`config.mk`:
```
export PLATFORM = sky130hd
export DESIGN_NAME = fpadd_seq
export DESIGN_NICKNAME = d
export VERILOG_FILES = /design/src/rtl/fpadd_pkg.sv /design/src/rtl/fpadd_seq_align.sv /design/src/rtl/fpadd_seq.sv
export SDC_FILE = /design/constraint.sdc
export NUM_CORES = 1
export LEC_CHECK = 0
export CORE_AREA = 3 3 174 176
export DETAILED_ROUTE_END_ITERATION = 16
export DIE_AREA = 0 0 177 179
export HOLD_SLACK_MARGIN = 0.05
export MAX_ROUTING_LAYER = met4
export PLACE_DENSITY_LB_ADDON = 0.3
export SLEW_MARGIN = 20
export SYNTH_ARGS = -nofsm -noshare
export SYNTH_HDL_FRONTEND = slang
export SYNTH_SLANG_ARGS = --single-unit
```
`constraint.sdc`:
```
create_clock -name clk -period 4.5 [get_ports clk]
set_clock_uncertainty 0.05 [all_clocks]
set_input_delay 1.35 -clock clk [delete_from_list [all_inputs] [get_ports clk]]
set_output_delay 1.35 -clock clk [all_outputs]
set_load 0.01 [all_outputs]
```
`src/rtl/fpadd_pkg.sv`:
```
// fpadd_pkg
// Shared types and constants for the sequential binary32 adder.
// Contents:
//   fpadd_state_t : controller state encoding
//   fp32_t        : packed binary32 view {sign, exp, frac}
//   unpack_mant   : 24-bit mantissa with hidden bit; denormals flush to zero
// The optional FPADD_SPECIALS_EN build macro is consumed by fpadd_seq.
package fpadd_pkg;

  localparam int          EXP_W    = 8;
  localparam int          MANT_W   = 24;
  localparam logic [7:0]  EXP_MAX  = 8'hFF;
  localparam logic [31:0] QNAN     = 32'h7FC0_0000;
  localparam logic [31:0] POS_ZERO = 32'h0000_0000;

  typedef enum logic [2:0] {
    IDLE  = 3'd0,
    ALIGN = 3'd1,
    ADD   = 3'd2,
    NORM  = 3'd3,
    DONE  = 3'd4
  } fpadd_state_t;

  typedef struct packed {
    logic        sign;
    logic [7:0]  exp;
    logic [22:0] frac;
  } fp32_t;

  function automatic logic [MANT_W-1:0] unpack_mant(input fp32_t f);
    return (f.exp != 8'd0) ? {1'b1, f.frac} : '0;
  endfunction

endpackage

```
`src/rtl/fpadd_seq_align.sv`:
```
// mant_align
// Combinational alignment shifter shared by the adder. Selects the smaller
// mantissa and shifts it right, truncating shifted-out bits.
// Ports:
//   swap    : 1 = operand B is the larger, so A's mantissa is shifted
//   mant_a  : 24-bit mantissa of A
//   mant_b  : 24-bit mantissa of B
//   shift   : exponent difference
//   aligned : shifted smaller mantissa, zero once shift reaches 24
module mant_align
  import fpadd_pkg::*;
(
  input  logic              swap,
  input  logic [MANT_W-1:0] mant_a,
  input  logic [MANT_W-1:0] mant_b,
  input  logic [EXP_W-1:0]  shift,
  output logic [MANT_W-1:0] aligned
);

  logic [MANT_W-1:0] mant_small;

  always_comb begin
    mant_small = swap ? mant_a : mant_b;
    aligned    = (shift >= 8'd24) ? '0 : (mant_small >> shift);
  end

endmodule

```
`src/rtl/fpadd_seq.sv`:
```
// fpadd_seq
// Multi-cycle binary32 adder: IDLE -> ALIGN -> ADD -> NORM (iterative) -> DONE.
// Truncating alignment, denormals flushed to zero, saturation to inf.
// Build option: define FPADD_SPECIALS_EN to short-circuit inf/NaN operands
// from ALIGN straight to DONE; otherwise exp==255 is treated as a normal.
// Ports:
//   clk, reset          : clock, synchronous active-high reset
//   in_valid, in_ready  : operand handshake (a, b)
//   out_valid, out_ready: result handshake (result)
//   busy                : high outside IDLE
//
// state | meaning
// IDLE  | waiting for an operand pair
// ALIGN | exponent compare, swap, align smaller mantissa
// ADD   | magnitude add or subtract
// NORM  | one normalization step per cycle
// DONE  | result presented until accepted
module fpadd_seq
  import fpadd_pkg::*;
#(
  parameter int NORM_MAX = 24
) (
  input  logic        clk,
  input  logic        reset,
  input  logic        in_valid,
  output logic        in_ready,
  input  logic [31:0] a,
  input  logic [31:0] b,
  output logic        out_valid,
  input  logic        out_ready,
  output logic [31:0] result,
  output logic        busy
);

  localparam int CNT_W = $clog2(NORM_MAX + 1);

  fpadd_state_t state, state_next;

  fp32_t             op_a, op_b;
  logic [MANT_W-1:0] mant_large, mant_aligned;
  logic [EXP_W-1:0]  res_exp;
  logic              res_sign;
  logic              op_sub;
  logic [MANT_W:0]   sum;
  logic [CNT_W-1:0]  norm_cnt;
  logic [31:0]       res_q;

  logic [MANT_W-1:0] mant_a, mant_b, aligned;
  logic              b_large;
  logic [EXP_W-1:0]  shift;
  logic              special;
  logic [31:0]       special_res;
  logic              underflow;
  logic              norm_exit;

  always_comb begin
    mant_a  = unpack_mant(op_a);
    mant_b  = unpack_mant(op_b);
    b_large = (op_b.exp > op_a.exp) ||
              ((op_b.exp == op_a.exp) && (mant_b > mant_a));
    shift   = b_large ? (op_b.exp - op_a.exp) : (op_a.exp - op_b.exp);
  end

  mant_align u_align (
    .swap    (b_large),
    .mant_a  (mant_a),
    .mant_b  (mant_b),
    .shift   (shift),
    .aligned (aligned)
  );

`ifdef FPADD_SPECIALS_EN
  logic a_inf, b_inf, a_nan, b_nan;
  always_comb begin
    a_inf   = (op_a.exp == EXP_MAX) && (op_a.frac == '0);
    b_inf   = (op_b.exp == EXP_MAX) && (op_b.frac == '0);
    a_nan   = (op_a.exp == EXP_MAX) && (op_a.frac != '0);
    b_nan   = (op_b.exp == EXP_MAX) && (op_b.frac != '0);
    special = (op_a.exp == EXP_MAX) || (op_b.exp == EXP_MAX);
    if (a_nan || b_nan)
      special_res = QNAN;
    else if (a_inf && b_inf)
      special_res = (op_a.sign != op_b.sign) ? QNAN : op_a;
    else if (a_inf)
      special_res = op_a;
    else
      special_res = op_b;
  end
`else
  always_comb begin
    special     = 1'b0;
    special_res = POS_ZERO;
  end
`endif

  // The counter cap is a backstop; with NORM_MAX >= 24 the leading one is
  // always found first.
  always_comb begin
    underflow = (res_exp == 8'd1) || (norm_cnt == CNT_W'(NORM_MAX));
    norm_exit = sum[MANT_W] || (sum == '0) || sum[MANT_W-1] || underflow;
  end

  always_ff @(posedge clk) begin
    if (reset) state <= IDLE;
    else       state <= state_next;
  end

  always_comb begin
    state_next = state;
    case (state)
      IDLE:    if (in_valid) state_next = ALIGN;
      ALIGN:   state_next = special ? DONE : ADD;
      ADD:     state_next = NORM;
      NORM:    if (norm_exit) state_next = DONE;
      DONE:    if (out_ready) state_next = IDLE;
      default: state_next = IDLE;
    endcase
  end

  always_ff @(posedge clk) begin
    if (reset) begin
      op_a         <= '0;
      op_b         <= '0;
      mant_large   <= '0;
      mant_aligned <= '0;
      res_exp      <= '0;
      res_sign     <= 1'b0;
      op_sub       <= 1'b0;
      sum          <= '0;
      norm_cnt     <= '0;
      res_q        <= POS_ZERO;
    end else begin
      case (state)
        IDLE: begin
          if (in_valid) begin
            op_a <= a;
            op_b <= b;
          end
        end
        ALIGN: begin
          mant_large   <= b_large ? mant_b : mant_a;
          mant_aligned <= aligned;
          res_exp      <= b_large ? op_b.exp : op_a.exp;
          res_sign     <= b_large ? op_b.sign : op_a.sign;
          op_sub       <= op_a.sign ^ op_b.sign;
          norm_cnt     <= '0;
          if (special) res_q <= special_res;
        end
        ADD: begin
          sum <= op_sub ? ({1'b0, mant_large} - {1'b0, mant_aligned})
                        : ({1'b0, mant_large} + {1'b0, mant_aligned});
        end
        NORM: begin
          if (sum[MANT_W]) begin
            sum     <= sum >> 1;
            res_exp <= res_exp + 8'd1;
            // 254 or 255 would carry into (or past) the inf exponent.
            if (res_exp >= 8'hFE) res_q <= {res_sign, EXP_MAX, 23'h0};
            else                  res_q <= {res_sign, res_exp + 8'd1, sum[23:1]};
          end else if (sum == '0) begin
            res_q <= POS_ZERO;
          end else if (sum[MANT_W-1]) begin
            if (res_exp == EXP_MAX) res_q <= {res_sign, EXP_MAX, 23'h0};
            else                    res_q <= {res_sign, res_exp, sum[22:0]};
          end else if (underflow) begin
            res_q <= POS_ZERO;
          end else begin
            sum      <= sum << 1;
            res_exp  <= res_exp - 8'd1;
            norm_cnt <= norm_cnt + 1'b1;
          end
        end
        default: ;
      endcase
    end
  end

  always_comb begin
    in_ready  = (state == IDLE) && !reset;
    busy      = (state != IDLE) && !reset;
    out_valid = (state == DONE) && !reset;
    result    = res_q;
  end

endmodule

```
After elaboration in Yosys (flattened, before gate mapping)
Index checks and enable logic that the tools add are counted.
Word-level totals
  flip-flop bits (word level): 187
  bits of input ports: 68
  logic and storage cells: 107
  output and inout bits: 35
Cells by class
  reductions and logical operators: 25
  order comparisons: 4
  multiplexer cells: 34
  shift operators: 1
  equal/unequal tests: 18
  bitwise logic cells: 1
  add/sub/neg operators: 7
Operators by type and width (count)
  24-bit 2-to-1 mux: 9
  32-bit 2-to-1 mux: 4
  31-bit 2-to-1 mux: 2
  25-bit one-hot mux with 2 select lines: 1
  8-bit 2-to-1 mux: 6
  24-bit by 24-bit adder with 25-bit output: 1
  25-bit logical NOT: 1
  25-bit 2-to-1 mux: 1
  24-bit by 24-bit subtractor with 25-bit output: 1
  24-bit greater-than comparator: 1
  24-bit by 8-bit >> shifter with 24-bit output: 1
  5-bit 2-to-1 mux: 4
  8-bit one-hot mux with 2 select lines: 1
  8-bit nonzero test: 2
  8-bit subtractor: 2
  3-bit one-hot mux with 5 select lines: 1
  2-bit inequality test, second input constant: 7
  5-bit one-hot mux with 2 select lines: 1
  3-bit 2-to-1 mux: 3
  3-bit inequality test, second input constant: 3
  8-bit by 1-bit adder with 8-bit output, second input constant: 1
  8-bit by 1-bit == test with 1-bit output, second input constant: 1
  8-bit == test: 1
  8-bit == test, second input constant: 1
  22 further kinds: 34

Longest topological paths before layout
  depth in word-level cells: 8
  depth in mapped cells: 22
  mapped depth without buffers: 18

Modules after synthesis
From an unflattened synthesis, not the netlist that was laid out.
Unflattened totals
  cells, all modules: 1749
  area, all modules: 13553.0 um2
By module, submodules not included
  fpadd_seq: cells each 1537, seq. area each 3743.6 um2, area an instance 11408.4 um2, times used 1
  mant_align: cells each 212, seq. area each 0.0 um2, area an instance 2144.6 um2, times used 1

Worst setup path before layout
Ideal clock, no wire load.
  kind: flip-flop to flip-flop
  start: reg op_b[24] (netlist bit)
  end: reg mant_aligned[1]
  required time: 4.363 ns
  path buffers: 5
  library setup time: 0.087 ns
  stages on the path, launching flop included: 22
  arrival: 3.957 ns
  path slack: 0.406 ns
  period minus slack after synthesis: 4.094 ns
  cell sequence: dfxtp_1 nor4_1 nand2_1 clkbuf_1 clkbuf_1 nand2_1 inv_1 ha_1 nand4_1 nor3_1 a221o_1 a31o_1 o21a_1 buf_6 buf_6 mux2i_4 buf_4 o32ai_1 mux2i_1 a21oi_1 a21oi_1 o31ai_1
Between the ends
  word-level cells in the longest chain between the ends: 8
Ends and longest elaborated chain
  start: declaration: line fpadd_seq.sv:39  | fp32_t op_a, op_b;
  start signal: assignment: line fpadd_seq.sv:123  | op_b <= '0;
  start signal: assignment: line fpadd_seq.sv:137  | op_b <= b;
  8-bit nonzero test: line fpadd_pkg.sv:31  | return (f.exp != 8'd0) ? {1'b1, f.frac} : '0;
  24-bit 2-to-1 mux: line fpadd_pkg.sv:31
  24-bit greater-than comparator: line fpadd_seq.sv:60  | ((op_b.exp == op_a.exp) && (mant_b > mant_a));
  1-bit logical AND: line fpadd_seq.sv:60
  1-bit logical OR: line fpadd_seq.sv:59  | b_large = (op_b.exp > op_a.exp) ||
  24-bit 2-to-1 mux or 8-bit 2-to-1 mux (tied branches): line fpadd_seq_align.sv:23, fpadd_seq.sv:61
  24-bit by 8-bit >> shifter with 24-bit output or 8-bit by 5-bit >= comparator with 1-bit output (tied branches): line fpadd_seq_align.sv:24  | aligned = (shift >= 8'd24) ? '0 : (mant_small >> shift);
  24-bit 2-to-1 mux (*): line fpadd_seq_align.sv:24
  end signal: assignment: line fpadd_seq.sv:142  | mant_aligned <= aligned;
  end: declaration: line fpadd_seq.sv:40  | logic [MANT_W-1:0] mant_large, mant_aligned;
Every way passes the cells marked *; elsewhere a longest branch is shown, timed or not.
A chain may end at the register's enable or synchronous reset.

Worst setup path after layout
  start: reg op_b[27] (netlist bit)
  end: reg mant_aligned[6]
Same word-level chain as after synthesis.

==> results.md <==
* Worst Tran Pin Value at 0.953 ns
* WL/cell at ~17 µm
* R2R depth at 18
* Final min period at 4.32 ns
* Cell total after placement at 2,149
* Die H at between 150 and 200 µm
* CP endpoint kind: register
* Worst Hold Depth at 2
* FFs w/ async S/R, synth at 0
* Antenna viol nets, final at 0
* Top_reg_cell synth: dfxtp_1
* Share of layout cells above drive strength 1 at 0.107
* Final wirelength at 37,200 µm
* Arrival @ worst endpoint at 4.67 ns
* Root buffer cell: clkbuf_16
* H-tree depth at 4
* CTS Buf Count at 17
* Routability cong. at slightly below 1
* Grt total ovfl at 0
* Unrepaired setup endpoints after global routing: yes
* Post-Layout Cell Count at 2,185
* Peak supply drop at roughly 0.00036 V
* CTS tree: built
* Via count at 12,600
* Initial antenna violation count at 0
* Worst skew pair latency at roughly 0.45 ns
* Slew Viols, Final at 0
* Sequential-to-total area share from yosys stat at 0.291
* Setup Crit Path Kind: reg -> reg
* Fmax at 232 MHz
* Global-route wire length before repair at 60,400 µm
* Slew Limit Headroom at 0.365
* Ys Warns at 0
* Final net count at 1,929
* Vias in the first global route at 11,500
* Max-Cap Viols at 0
* Starting Density at 0.448
* IO buf count at 102
* P_leak at 5.72 nW
* CTS Sinks at about 190
* Crit start category: register
* Clk buf depth at 2
* Post-route cell area at about 0.015 mm²
* Final hold viol count at 0
* Clk slew on worst S/H paths at 0.08 ns
* WP data required at approximately 4.9 ns
* Synth Instances at 1,703
* Largest net degree at the start of global routing at 88
* Inserted Diodes at 0
* Detailed placer's ending HPWL at 28,400 µm
* Final period util at 0.960
* Final core occ at 0.532
* Worst hold path type: reg -> reg
* Synth Register Bits at 187
* Core Region at around 0.029 mm²
* Initial DRC Count at between 1,000 and 1,500
* Post-synth EDFFs at 0
* PwrDens at 796 mW/mm²
* Die width at 177 µm
* Die ar. at 0.0317 mm²
* Avg Vias per Cell at 5.75
* I/O Pins at ~100
* Status: completed
* # rows at 62
* Gr usage total at 0.241
* CTS Hold Buffers Added at 0
* Mapped cell area at 0.0129 mm²
* Synth Net Count at 1,844
* Average size of a mapped cell at 7.57 µm²
* Tot Pwr at 12.2 mW
* DRC violations left at 0
* Endpoints failing setup at 0
* Synth cell types at 79
* Worst Path Max Fanout at 27
* Placed inst area at 0.0145 mm²
* First drt pass iteration count at 5
* Setup TNS at 0 ns
* P&R area growth vs syn at 18.9%
[cell usage after synthesis (all sizes together) (16+ instances only)]
library cell	count	share of area
ha	70	0.068
nand3	21	0.0082
a221oi	40	0.027
nand4	20	0.011
nor3	61	0.025
buf	31	0.015
mux2i	46	0.039
dfxtp	187	0.29
nor2	193	0.056
o21ai	76	0.030
a211oi	63	0.037
nor4	27	0.013
clkbuf	94	0.027
nand2	253	0.074
inv	52	0.015
xor2	16	0.011
xnor2	41	0.030
a21oi	191	0.074
[cell usage in the layout, fill, tap and decap left out, types with 9 or more instances in the layout]
master           synthesis  layout
nand3_1                 21      21
a211oi_1                63      63
ha_1                    70      70
xor2_1                  15      15
o21ai_1                 13      14
nand2_1                251     250
nor2_1                 192     191
a221oi_1                40      40
a31oi_1                 10      10
nand4_1                 18      18
a21o_1                  13      13
o22ai_1                  9       9
dfxtp_1                187     187
inv_1                   52      52
mux2i_1                 42      38
nand2b_1                12      12
mux4_2                  10      10
buf_4                    5      87
o21a_1                  10       9
a21oi_1                191     191
o211ai_1                13      13
xnor2_1                 38      37
clkdlybuf4s50_1          0     101
nor4_1                  27      23
o21ai_0                 62      60
clkbuf_16                0      17
nor3_1                  60      57
and2_1                  13      12
[timing repair]
action / in CTS / in global routing
hold endpoints to repair: 0 / 0
setup endpoints to repair: 0 / 29
setup buffers: 0 / 4
resized for setup: 0 / 22
[critical path: stages (launching register included)]
cell and delay (ns):
dfxtp_1 0.32, nor4_1 0.29, nand2_1 0.16, buf_12 0.19, nand2_1 0.13, inv_1 0.09
ha_1 0.32, nand2_1 0.05, o21ai_0 0.32, nand2b_1 0.09, a21oi_1 0.25, o21a_4 0.31
buf_12 0.18, mux4_2 0.55, o32ai_2 0.26, nor2_1 0.07, o32a_1 0.29, o21ai_1 0.18
a22o_1 0.14
[sequential cells by signal (all words and copies together) (netlist names), 3 cells and up]
name,flops
op_a,32
op_b,32
result,32
sum,25
mant_aligned,24
mant_large,24
res_exp,8
norm_cnt,5
state,3
[cell type report]
| class | instances | area (µm²) |
|---|---|---|
| clock inverter | 15 | 201 |
| multi-input combinational | 1339 | 8540 |
| sequential | 187 | 3740 |
| tap | 384 | 480 |
| clock buffer | 17 | 425 |
| inverter | 52 | 195 |
| timing repair buffer | 191 | 1720 |
| fill | 2839 | 13500 |
[layer usage]
layer	global-route usage	share of wire	vias to the layer above
li1	-	-	6312
met1	0.323	0.47	5872
met2	0.389	0.46	329
met3	0.0269	0.044	49
met4	0.0632	0.018	0
met5	-	0	-
[report_power, final]
part / switching [mW] / internal (mW)
registers: 0.363 / 1.97
clock network: 0.827 / 0.773
logic: 4.83 / 3.43
[per-stage QoR]
step / hold WS [ns] / worst slack, ns
after floorplan: 0.382 / 0.406
after global placement: 0.392 / 0.104
after detailed placement: 0.394 / 0.0887
after CTS: 0.405 / 0.0738
after global routing: 0.423 / -0.0189
final: 0.406 / 0.181
[worst paths after layout]
check                           startpoint         endpoint  slack [ns]
worst max-delay path              op_b[27]  mant_aligned[6]        0.18
worst max register to register    op_b[27]  mant_aligned[6]        0.18
worst min-delay path               op_b[5]          op_b[5]        0.41
worst min register to register     op_b[5]          op_b[5]        0.41
[cell families (layout without fill, tap and decap cells)]
group,after synthesis,count (layout),share of synthesized area
fa+ha+maj,73,73,0.0726
flops,187,187,0.291
simple gates,646,646,0.225
mux,66,66,0.0657
compound gates,497,497,0.248
xor+xnor,57,57,0.0411
buf+inv,177,275,0.0573
Power figures use the tool's default switching activity.
